===== src/rtl/vector_mem_pkg.sv =====
// rtl/vector_mem_pkg.sv - shared types and sizes for the vector memory arbiter
package vector_mem_pkg;

  typedef enum logic { OWN_A = 1'b0, OWN_B = 1'b1 } owner_e;
  typedef enum logic { ST_IDLE = 1'b0, ST_BURST = 1'b1 } state_e;

  localparam int VMEM_ADDR_W = 9;
  localparam int VMEM_DATA_W = 128;

endpackage


===== src/rtl/vector_mem_arbiter.sv =====
// rtl/vector_mem_arbiter.sv - shares the single-port vector memory between the VPU
// load/store unit (single beats) and the vector DMA engine (incrementing bursts).
module vector_mem_arbiter
  import vector_mem_pkg::*;
#(
  parameter int ADDR_W = VMEM_ADDR_W,
  parameter int DATA_W = VMEM_DATA_W,
  parameter int LEN_W  = 4
) (
  input  logic              clk,
  input  logic              rst,
  input  logic              a_req,
  input  logic              a_we,
  input  logic [ADDR_W-1:0] a_addr,
  input  logic [DATA_W-1:0] a_wdata,
  output logic              a_gnt,
  output logic              a_rvalid,
  output logic [DATA_W-1:0] a_rdata,
  input  logic              b_req,
  input  logic              b_we,
  input  logic [ADDR_W-1:0] b_addr,
  input  logic [LEN_W-1:0]  b_len,
  input  logic [DATA_W-1:0] b_wdata,
  output logic              b_gnt,
  output logic              b_done,
  output logic              b_rvalid,
  output logic [DATA_W-1:0] b_rdata,
  output logic              m_en,
  output logic              m_we,
  output logic [ADDR_W-1:0] m_addr,
  output logic [DATA_W-1:0] m_wdata,
  input  logic [DATA_W-1:0] m_rdata
);

  localparam logic [ADDR_W-1:0] ADDR_ONE = ADDR_W'(1);
  localparam logic [LEN_W-1:0]  LEN_ONE  = LEN_W'(1);

  state_e             state_q, state_d;
  owner_e             last_owner_q, last_owner_d;
  logic [ADDR_W-1:0]  cnt_q, cnt_d;
  logic [LEN_W-1:0]   rem_q, rem_d;
  logic               we_q, we_d;
  logic               rd_valid_q, rd_valid_d;
  owner_e             rd_owner_q, rd_owner_d;
  logic               grant_a, grant_b;

  // On a tie the requester that did not win last time goes first.
  assign grant_a = (state_q == ST_IDLE) && a_req && (!b_req || last_owner_q == OWN_B);
  assign grant_b = (state_q == ST_IDLE) && b_req && !grant_a;

  always_comb begin
    state_d      = state_q;
    last_owner_d = last_owner_q;
    cnt_d        = cnt_q;
    rem_d        = rem_q;
    we_d         = we_q;
    m_en         = 1'b0;
    m_we         = 1'b0;
    m_addr       = cnt_q;
    m_wdata      = b_wdata;
    a_gnt        = 1'b0;
    b_gnt        = 1'b0;
    b_done       = 1'b0;

    if (grant_a) begin
      m_en         = 1'b1;
      m_we         = a_we;
      m_addr       = a_addr;
      m_wdata      = a_wdata;
      a_gnt        = 1'b1;
      last_owner_d = OWN_A;
    end else if (grant_b) begin
      m_en         = 1'b1;
      m_we         = b_we;
      m_addr       = b_addr;
      b_gnt        = 1'b1;
      last_owner_d = OWN_B;
      cnt_d        = b_addr + ADDR_ONE;
      rem_d        = b_len;
      we_d         = b_we;
      if (b_len == '0) begin
        b_done = 1'b1;
      end else begin
        state_d = ST_BURST;
      end
    end else if (state_q == ST_BURST && b_req) begin
      m_en  = 1'b1;
      m_we  = we_q;
      b_gnt = 1'b1;
      cnt_d = cnt_q + ADDR_ONE;
      rem_d = rem_q - LEN_ONE;
      if (rem_q == LEN_ONE) begin
        b_done  = 1'b1;
        state_d = ST_IDLE;
      end
    end
  end

  // Tag each read so the returning word goes to the requester that issued it.
  assign rd_valid_d = m_en && !m_we;
  assign rd_owner_d = a_gnt ? OWN_A : OWN_B;

  always_ff @(posedge clk) begin
    if (rst) begin
      state_q      <= ST_IDLE;
      last_owner_q <= OWN_B;
      cnt_q        <= '0;
      rem_q        <= '0;
      we_q         <= 1'b0;
      rd_valid_q   <= 1'b0;
      rd_owner_q   <= OWN_A;
    end else begin
      state_q      <= state_d;
      last_owner_q <= last_owner_d;
      cnt_q        <= cnt_d;
      rem_q        <= rem_d;
      we_q         <= we_d;
      rd_valid_q   <= rd_valid_d;
      rd_owner_q   <= rd_owner_d;
    end
  end

  assign a_rvalid = rd_valid_q && (rd_owner_q == OWN_A);
  assign b_rvalid = rd_valid_q && (rd_owner_q == OWN_B);
  assign a_rdata  = m_rdata;
  assign b_rdata  = m_rdata;

endmodule


===== config.mk =====
export PLATFORM = sky130hd
export DESIGN_NAME = vector_mem_arbiter
export DESIGN_NICKNAME = d
export VERILOG_FILES = /design/src/rtl/vector_mem_pkg.sv /design/src/rtl/vector_mem_arbiter.sv
export SDC_FILE = /design/constraint.sdc
export NUM_CORES = 1
export LEC_CHECK = 0
export BUFFER_PORTS_ARGS = -buffer_cell sky130_fd_sc_hd__buf_4
export CORE_AREA = 10 10 304 306
export DETAILED_ROUTE_END_ITERATION = 10
export DIE_AREA = 0 0 314 316
export GPL_TIMING_DRIVEN = 0
export PLACE_DENSITY = 0.31
export SYNTH_ARGS = -nofsm -noshare
export SYNTH_HDL_FRONTEND = slang
export SYNTH_SLANG_ARGS = --single-unit
export TNS_END_PERCENT = 10

===== constraint.sdc =====
create_clock -name clk -period 3 [get_ports clk]
set_input_delay 0.15 -clock clk [delete_from_list [all_inputs] [get_ports clk]]
set_output_delay 0.15 -clock clk [all_outputs]
set_load 0.05 [all_outputs]

# == Word-level counts from Yosys, hierarchy flattened ==
# Index checks and enable logic that the tools add are counted.
# word_totals
register_bits,18
input_bits,412
out_inout_bits,400
word_cells,61
# classes
add_sub_neg,3
eq_ne,2
mux,27
bitwise,3
reduce_logical,19
# ops
operator,n
two-way mux 128 bit,1
two-way mux 9 bit,4
two-way mux 1 bit,20
adder 9 x 1 -> 9 bit (second input constant),2
logical AND 1 bit,8
two-way mux 4 bit,2
nonzero test 2 bit,3
equality test 4 x 1 -> 1 bit (second input constant),1
logical NOT 4 bit,1
AND reduction 2 bit,2
AND reduction 4 bit,1
subtractor 4 x 1 -> 4 bit (second input constant),1
logical NOT 1 bit,3
NOT 1 bit,3
!= test 2 bit (second input constant),1
logical OR 1 bit,1

# == Depth between registers and ports, before layout ==
# Gate-level depths: netlist of the first run.
# depth
depth_word,9
ltp_mapped,12

# == Worst setup path before layout of the first run ==
# OpenSTA, ideal clock, no wires.
# synth_path
path_type,register to register
from,register last_owner_q
to,register cnt_q[6]
t_arrival_ns,2.088
required_time_ns,2.868
slack_ns,0.780
path_stages_with_launch,10
n_path_buf,0
synth_period_minus_slack_ns,2.220
cell_sequence,dfxtp_1 -> nand2_2 -> nor3b_4 -> mux2_4 -> ha_1 -> and3_1 -> and3_1 -> nor4b_2 -> a21oi_1 -> a21oi_1
# synth_between
elab_chain_cells,6
elab_cells_between_ends,8
classes_between,1 x mux; 1 x bitwise; 6 x reduce/logical
# synth_rtl
item,line_no,source
start: declaration,vector_mem_arbiter.sv:39,"owner_e last_owner_q, last_owner_d;"
start signal: assignment,vector_mem_arbiter.sv:114,last_owner_q <= last_owner_d;
logical OR 1 bit *,vector_mem_arbiter.sv:48,assign grant_a = (state_q == ST_IDLE) && a_req && (!b_req || last_owner_q == OWN_B);
logical AND 1 bit *,vector_mem_arbiter.sv:48,
logical NOT 1 bit,vector_mem_arbiter.sv:49,assign grant_b = (state_q == ST_IDLE) && b_req && !grant_a;
logical AND 1 bit,vector_mem_arbiter.sv:49,
nonzero test 2 bit (no source line),n/a,
AND reduction 2 bit (no source line),n/a,
end signal: assignment,vector_mem_arbiter.sv:115,cnt_q <= cnt_d;
end: declaration,vector_mem_arbiter.sv:40,"logic [ADDR_W-1:0] cnt_q, cnt_d;"
# Every way passes the cells marked *; elsewhere a longest branch is shown, timed or not.
# A chain may end at the register's enable or synchronous reset.

# == Worst setup path in the final report of the first run ==
# layout_path
from,register state_q
to,output m_wdata[102]
# layout_between
elab_chain_cells,4
# layout_rtl
item,line_no,source
start: declaration,vector_mem_arbiter.sv:38,"state_e state_q, state_d;"
start signal: assignment,vector_mem_arbiter.sv:113,state_q <= state_d;
NOT 1 bit,vector_mem_arbiter.sv:48,
logical AND 1 bit (2 in series),vector_mem_arbiter.sv:48,
two-way mux 128 bit,vector_mem_arbiter.sv:65,if (grant_a) begin
end: declaration,vector_mem_arbiter.sv:31,"output logic [DATA_W-1:0] m_wdata,"
# No other way between the ends.

==> flow_summary.ini, run 1 <==
[detailed_routing]
drc = 0
num_vias = 7784
ant_nets = 0
drt-total-wl_um = 59560
drt-pass1-iter-count = 5
avgViaCountPerCell = 2.883
routedWlPerCell_um = 22.06
first_iter_violations = 445

[clock_network]
htree_levels = 1
clkSinkCount = 18
post_cts_buffers = 0
cts_tree = done
tritoncts.num_buffers = 3
root_buffer = clkbuf_16
insertion_delay_ps = 260
path_clk_slew_ps = 60
cts_resized = 2
clock_path_buffers = 2
hold_buffers = 0

[worst_setup_path]
cp.required_ps = 2850
cp_slowest_stage_delay_ps = 330
arrival_ps = 2590
cpLargestDelayFamily = buffers and inverters
path_class = register to output port
cp_num_buf_inv = 5
path_cells = buf_2, nor2b_1, o21ai_4, inv_2, buf_6, buf_2, nand2_1, nand2_1, buf_4
crit_path_end_kind = output port
regToRegSetupSlack_ps = 270
startpoint_type = register
crit_slowest_cell = buf_2
worst-path-max-fanout = 11

[logic_synthesis]
netlist_instances = 859
ys.warnings.count = 0
synth_fp_nets = 1274
ys_seq_elements = 18
syn_area_um2 = 4877
synthesis.area_per_instance_um2 = 5.678
ys_types = 47
ys_seq_area_share_pct = 7.388

[floorplanning]
die_area_um2 = 99220
fp.dieH_um = 316
rows = 108
core_um2 = 86210
die_x_um = 314
start_util_pct = 5.657
ioPinCount = 812

[sta]
drv_slew = 0
setup_viol = 0
fmax_mhz = 365.0
finalSetupTns_ps = 0
tightest_slew_ps = 916.5
slew_headroom_pct = 38.90
rsz0062_at_grt = no
finClkSkew_ps = 3.573
period_needed_ps = 2740
finalCritPeriodShare_pct = 91.33
hold_viol = 0

[grt]
grt_max_degree = 11
grt_usage_pct = 10.92
grt_pass1_vias = 8427
antenna_found_initial = 4
grt-ovfl-total = 0
grt_pass1_wl_um = 75850

[placed_design]
gp_congestion = 0.8494
place_hpwl_um = 55640
port_buffers = 681

[pwr]
power_mw = 4.180
peakVddDrop_mv = 0.2114
p_per_area_nw_per_um2 = 362.5
leakage_nw = 6.288

[layout]
fillers = 10152
drive_gt1_share_pct = 63.54
fin_nets = 1960
area_delta_synth_final_pct = 136.5

[status]
status = completed

[job]
cap_violations = 0

[min_path]
hold_class = input pin to register
-- through the flow --
stage          cell area (um^2)  hold slack [ps]  util (%)  std cells  setup WS [ps]
5_1_grt                   11530            152.9     13.38       2700          23.96
2_1_floorplan              4877            286.0         -        859          780.1
3_3_place_gp              11430            414.7     13.26       2695          161.7
6_report                  11530            148.6     13.38       2700          260.2
4_1_cts                   11530            146.0     13.37       2699          35.29
3_5_place_dp              11430            425.4     13.26       2695          172.1
-- power breakdown --
part           switching, mW  leakage (nW)  internal, mW
clock                  0.116        0.0442         0.204
sequential            0.0245         0.148         0.261
combinational           2.43          6.10          1.14
-- sequential cells by signal (all words and copies together), names as in the netlist --
signal	cells
rd_valid_q	1
cnt_q	9
rd_owner_q	1
last_owner_q	1
we_q	1
rem_q	4
state_q	1
-- worst min-delay path: cells and delay by family --
family                 cells  cell delay, ps
AND/OR/NAND/NOR            1              50
AO/OA/AOI/OAI              1              50
buffers and inverters      1             110
-- Yosys cell counts (all sizes together) --
cell / n / area, um^2
nand3b: 2 / 27.53
a222oi: 1 / 10.01
o31a: 1 / 8.760
a31oi: 8 / 50.05
nand2: 418 / 1572
buf: 286 / 2087
mux2: 3 / 37.53
or3: 1 / 6.260
and2: 1 / 6.260
nand2b: 1 / 6.260
o311ai: 1 / 8.760
and3: 2 / 12.51
nor4b: 1 / 15.01
a21oi: 14 / 70.07
dfxtp: 18 / 360.4
nor2b: 5 / 31.28
xnor2: 2 / 17.52
inv: 6 / 22.52
nand3: 5 / 25.02
o21ai: 15 / 86.33
a41o: 1 / 10.01
a21o: 1 / 7.510
or2: 1 / 6.260
o221ai: 1 / 8.760
clkbuf: 9 / 33.78
nor2: 21 / 78.83
a211oi: 2 / 15.01
mux2i: 4 / 40.04
nor3b: 3 / 33.78
and4: 1 / 8.760
nor4: 2 / 12.51
o211ai: 3 / 22.52
nand4: 2 / 12.51
nor3: 8 / 40.04
a22oi: 3 / 22.52
ha: 3 / 37.54
a32oi: 3 / 26.28
-- placed cells by master (no fill, tap or decap), drive strengths merged, types with 2 or more instances in the layout --
master / instances
o211ai: 3
inv: 6
a32oi: 3
mux2: 3
nand3: 5
ha: 3
nor3b: 3
clkbuf: 13
nand4: 2
xnor2: 2
nor2b: 5
nor2: 21
a31oi: 8
nand3b: 2
buf: 967
o21ai: 15
nand2: 418
mux2i: 4
nor3: 8
a211oi: 2
a22oi: 3
and3: 2
nor4: 2
a21oi: 14
dfxtp: 18
-- final timing paths --
kind	from	to	depth (start not counted)
worst min register to register	we_q	we_q	2
worst min-delay path	b_we	we_q	3
worst max register to register	last_owner_q	cnt_q[8]	11
worst max-delay path	state_q	m_wdata[102]	9
-- routing by layer --
layer	GRT usage [%]	up-vias	routed length [um]
li1	-	3782	-
met4	0.3356	6	116
met1	12.22	3498	22820
met2	19.17	484	28970
met3	5.726	14	7606
met5	0	-	42
-- kinds of logic (layout without fill, tap and decap cells) --
| kind of cell | count (synthesis) | count (layout) | share of synthesized area, % |
|---|---|---|---|
| AND/OR/NAND/NOR | 474 | 474 | 38.84 |
| buffers and inverters | 301 | 986 | 43.95 |
| AO/OA/AOI/OAI | 54 | 54 | 7.106 |
| other | 0 | 1 | 0 |
| multiplexers | 7 | 7 | 1.590 |
| adder cells (fa/ha/maj) | 3 | 3 | 0.7697 |
| XOR/XNOR | 2 | 2 | 0.3592 |
| flip-flops | 18 | 18 | 7.388 |
-- layout make-up --
type / count / area, um^2 / share of cell area (%)
Sequential cell: 18 / 360.3 / 3.125
Inverter: 6 / 22.52 / 0.1953
Clock buffer: 4 / 88.84 / 0.7703
Tap cell: 1155 / 1445 / 12.53
Multi-Input combinational cell: 540 / 2374 / 20.58
Timing Repair Buffer: 681 / 5112 / 44.33
Buffer: 295 / 2127 / 18.44
Antenna cell: 1 / 2.502 / 0.02170
(Power assumes the default switching activity.)
==> run 2: changes to the inputs <==
==> constraint.sdc (replaced) <==
create_clock -name clk -period 2.47 [get_ports clk]
set_input_delay 0.1235 -clock clk [delete_from_list [all_inputs] [get_ports clk]]
set_output_delay 0.1235 -clock clk [all_outputs]
set_load 0.05 [all_outputs]
==> flow_summary.ini, run 2 (synthesis gave the netlist of run 1 again) <==
[detailed_routing]
drt-pass1-iter-count = 5
dr_wl_met2_um = 29130
drt-total-wl_um = 59720
routedWlPerCell_um = 22.05
ant_nets = 0
top_layer_used = met5
num_vias = 7832
first_iter_violations = 431
wl_met1_um = 22800
routed-wl-met3_um = 7636
drc = 0
avgViaCountPerCell = 2.892

[grt]
grt-ovfl-total = 0
grt_usage_pct = 10.95
grt_pass1_vias = 8451
antenna_found_initial = 4
grt_pass1_wl_um = 76000
grt_max_degree = 11

[layout]
top_regs = cnt_q: 9 flops, rem_q: 4 flops
largest_reg_flops = 9
multi_input_area_um2 = 2412
final_cell_mix = buf_4 (929), nand2_1 (409), buf_6 (26)
regMostFlops = cnt_q
drive_gt1_share_pct = 64.76
area_delta_synth_final_pct = 141.7
fin_nets = 1968
regArea_um2 = 361.6
fillers = 10138
final_common_cell = buf_4
finalNonFillerCells = 2708

[placed_design]
post-place-ws_ps = -304.9
place_hpwl_um = 55640
port_buffers = 681
dp.cells = 2695
gp_congestion = 0.8494

[sta]
postLayoutSetupSlackWorst_ps = 92.18
tightest_slew_ps = 666.2
hold_viol = 0
finClkSkew_ps = 2.966
finalCritPeriodShare_pct = 96.27
setup_viol = 0
drv_slew = 0
period_needed_ps = 2378
slew_headroom_pct = 55.58
rsz0062_at_grt = yes
fmax_mhz = 420.6

[worst_setup_path]
cp_slowest_stage_delay_ps = 330
path_cells = clkbuf_4, nor3b_4, buf_6, mux2_4, ha_4, and3_1, and3_1, nor4b_2, a21oi_1, a21oi_1
crit_path_end_kind = register
startpoint_type = register
cpLargestDelayFamily = simple AND/OR/NAND/NOR gates
worst-path-max-fanout = 10
cp_num_buf_inv = 2
arrival_ps = 2490
startpoint = state_q
cp.required_ps = 2580
path_class = register to register
crit_slowest_cell = nor3b_4
reg2reg_from = state_q

[clock_network]
tritoncts.num_buffers = 3
path_clk_slew_ps = 60
root_buffer = clkbuf_16
clock_path_buffers = 2
cts_tree = done
clkSinkCount = 18
hold_buffers = 0
insertion_delay_ps = 260
htree_levels = 1

[min_path]
hold_class = input pin to register
min-delay-start = b_we

[job]
cap_violations = 0

[pwr]
p_per_area_nw_per_um2 = 438.6
leakage_nw = 6.380
peakVddDrop_mv = 0.2517

[floorplanning]
start_util_pct = 5.657
ioPinCount = 812
fp.dieH_um = 316
rows = 108
core_um2 = 86210
die_x_um = 314
die_area_um2 = 99220

[status]
status = completed
==> run 2: timing repair <==
item,CTS,global route
setup endpoints to repair,101,32
pin swaps,1,3
resized for setup,37,27
buffers inserted,5,3
==> run 2: layout make-up <==
cell class | count | share of cell area (%)
tap | 1155 | 12.26
inverter | 6 | 0.2123
sequential | 18 | 3.068
multi-input combinational | 540 | 20.46
buffer | 295 | 18.58
clock buffer | 4 | 0.7536
antenna | 1 | 0.02123
timing repair buffer | 689 | 44.64
==> run 2: metrics by stage <==
| step | utilization, % | area, um^2 | TNS (ps) | hold WS (ps) | total power [mW] |
|---|---|---|---|---|---|
| after CTS | 13.54 | 11670 | -86.08 | 119.5 | 5.278 |
| after global placement | 13.26 | 11430 | -7471 | 388.2 | 4.817 |
| final | 13.67 | 11790 | 0 | 125.0 | 5.170 |
| after floorplan | - | 4877 | 0 | 259.5 | 2.999 |
| after detailed placement | 13.26 | 11430 | -8237 | 398.9 | 4.816 |
| after global routing | 13.67 | 11790 | -11.20 | 126.4 | 5.461 |
==> run 2: worst register-to-register path, cell delays in order, from the launching register on <==
cell and delay, ps:
dfxtp_1 300, clkbuf_4 180, nor3b_4 330, buf_6 160, mux2_4 310, ha_4 190
and3_1 210, and3_1 200, nor4b_2 160, a21oi_1 120, a21oi_1 70
==> run 2: layer usage <==
metal | vias to the layer above | global-route usage, %
met2 | 488 | 19.27
li1 | 3802 | -
met4 | 6 | 0.3356
met5 | - | 0
met3 | 12 | 5.726
met1 | 3524 | 12.23
==> run 2: path summary, 6_finish.rpt <==
kind              slack, ps  cells after the start       end
hold reg to reg         470                      2      we_q
setup reg to reg         90                     10  cnt_q[6]
hold / removal          130                      3      we_q
setup / recovery         90                     10  cnt_q[6]
==> run 2: where the power goes <==
group	total, mW	switching (mW)	internal, mW
Sequential	0.347	0.0294	0.318
Combinational	4.44	2.98	1.46
Clock	0.387	0.139	0.248
Total	5.17	3.15	2.02
==> run 3: changes to the inputs <==
--- a/config.mk
+++ b/config.mk
@@ -11,6 +11,7 @@
 export DIE_AREA = 0 0 314 316
 export GPL_TIMING_DRIVEN = 0
 export PLACE_DENSITY = 0.31
+export REMOVE_ABC_BUFFERS = 1
 export SYNTH_ARGS = -nofsm -noshare
 export SYNTH_HDL_FRONTEND = slang
 export SYNTH_SLANG_ARGS = --single-unit
==> flow_summary.ini, run 3 (synthesis gave the netlist of run 1 again) <==
[status]
status = completed

[placed_design]
port_buffers = 427
post-place-ws_ps = -885.8
dp.cells = 2152
postPlaceCellArea_um2 = 7552
gp_congestion = 0.8518
place_hpwl_um = 79300

[worst_setup_path]
startpoint_type = register
arrival_ps = 2200
worst-path-max-fanout = 30
path_class = register to output port
cp.required_ps = 2350
crit_path_end_kind = output port
r2r_cells = 9

[clock_network]
clkSinkCount = 18
root_buffer = clkbuf_16
path_clk_slew_ps = 60
hold_buffers = 0
insertion_delay_ps = 250
htree_levels = 1
tritoncts.num_buffers = 3
clock_path_buffers = 2
cts_tree = done

[floorplanning]
start_util_pct = 5.657
ioPinCount = 812
rows = 108
die_x_um = 314
fp.dieH_um = 316
core_um2 = 86210
die_area_um2 = 99220

[sta]
finalCritPeriodShare_pct = 94.05
setup_viol = 0
postLayoutSetupSlackWorst_ps = 147.0
period_needed_ps = 2323
fmax_mhz = 430.5
hold_viol = 0
tightest_slew_ps = 1044
finClkSkew_ps = 3.366
drv_slew = 0
rsz0062_at_grt = no
slew_headroom_pct = 30.07

[layout]
largest_reg_flops = 9
final_common_cell = nand2_1
final_util_pct = 9.281
drive_gt1_share_pct = 46.73
finish.instance_area_um2 = 8001
area_delta_synth_final_pct = 64.06
final_cell_mix = nand2_1 (407), buf_4 (398), buf_6 (24)
diodes = 0
regMostFlops = cnt_q
finalNonFillerCells = 2165
fin_nets = 1427
top_regs = cnt_q: 9 flops, rem_q: 4 flops

[pwr]
net-switching-power_mw = 2.294
leakage_nw = 3.895
p_per_area_nw_per_um2 = 473.9
p_seq_share_pct = 9.3
p_clk_share_pct = 9.0
p_sw_share_pct = 60.50
power_mw = 3.792
internal_power_mw = 1.498
p_comb_share_pct = 81.7
peakVddDrop_mv = 0.2311

[detailed_routing]
drt-pass1-iter-count = 4
first_iter_violations = 405
routedWlPerCell_um = 42.07
ant_nets = 0
drc = 0
avgViaCountPerCell = 3.040
num_vias = 6582
drt-total-wl_um = 91090

[min_path]
hold_class = input pin to register
min_path_cells = 3

[grt]
grt_max_degree = 46
grt_usage_pct = 17.31
antenna_found_initial = 1
grt_pass1_vias = 6683
grt_pass1_wl_um = 107100
grt-ovfl-total = 0

[job]
cap_violations = 0
## run 3: stage by stage
step	TNS, ps	hold WS, ps
after floorplan	-243430	192.6
after global placement	-644400	255.2
after detailed placement	-42100	255.2
after CTS	-22.30	127.3
after global routing	0	142.2
final	0	125.3
## run 3: critical path, cell delays in order, from the launching register on
cell and delay (ps):
dfxtp_4 440, nor2b_2 80, o21ai_4 80, buf_4 180, buf_12 180, buf_12 210
buf_16 190, nand2_1 120, nand2_1 150, buf_4 250
## run 3: path summary, 6_finish.rpt
path	startpoint	end	slack, ps
worst max-delay path	state_q	m_wdata[105]	150
worst min-delay path	b_we	we_q	130
worst max register to register	last_owner_q	cnt_q[6]	200
worst min register to register	we_q	we_q	460
## run 3: power groups by stage
stage	Clock [mW]	Combinational (mW)	Sequential (mW)
after global routing	0.360	3.31	0.358
after CTS	0.349	3.16	0.356
after global placement	0	3.02	0.360
after detailed placement	0	3.03	0.361
after floorplan	0	1.49	0.349
final	0.340	3.10	0.354
## run 3: final cells by class
type / instances / area (um^2)
Tap cell: 1155 / 1445
Multi-Input combinational cell: 541 / 2425
Sequential cell: 18 / 365.4
Clock buffer: 3 / 75.07
Timing Repair inverter: 1 / 8.758
Timing Repair Buffer: 441 / 3633
Inverter: 6 / 48.80
Fill cell: 10329 / 78210
## run 3: metal layers
layer | share of wire [%] | vias up | routed length [um] | GRT usage [%]
met5 | 0.89 | - | 814 | 5.703
met4 | 1.4 | 16 | 1244 | 1.797
met3 | 21 | 50 | 19360 | 17.29
met2 | 37 | 880 | 34030 | 22.94
met1 | 39 | 2919 | 35640 | 19.42
li1 | - | 2717 | - | -
## run 3: repair_timing
item | in CTS | in global routing
gates resized for setup | 55 | 13
cloned | 3 | 2
pin swaps | 1 | 1
setup buffers | 3 | 2
endpoints found under the setup margin | 151 | 76
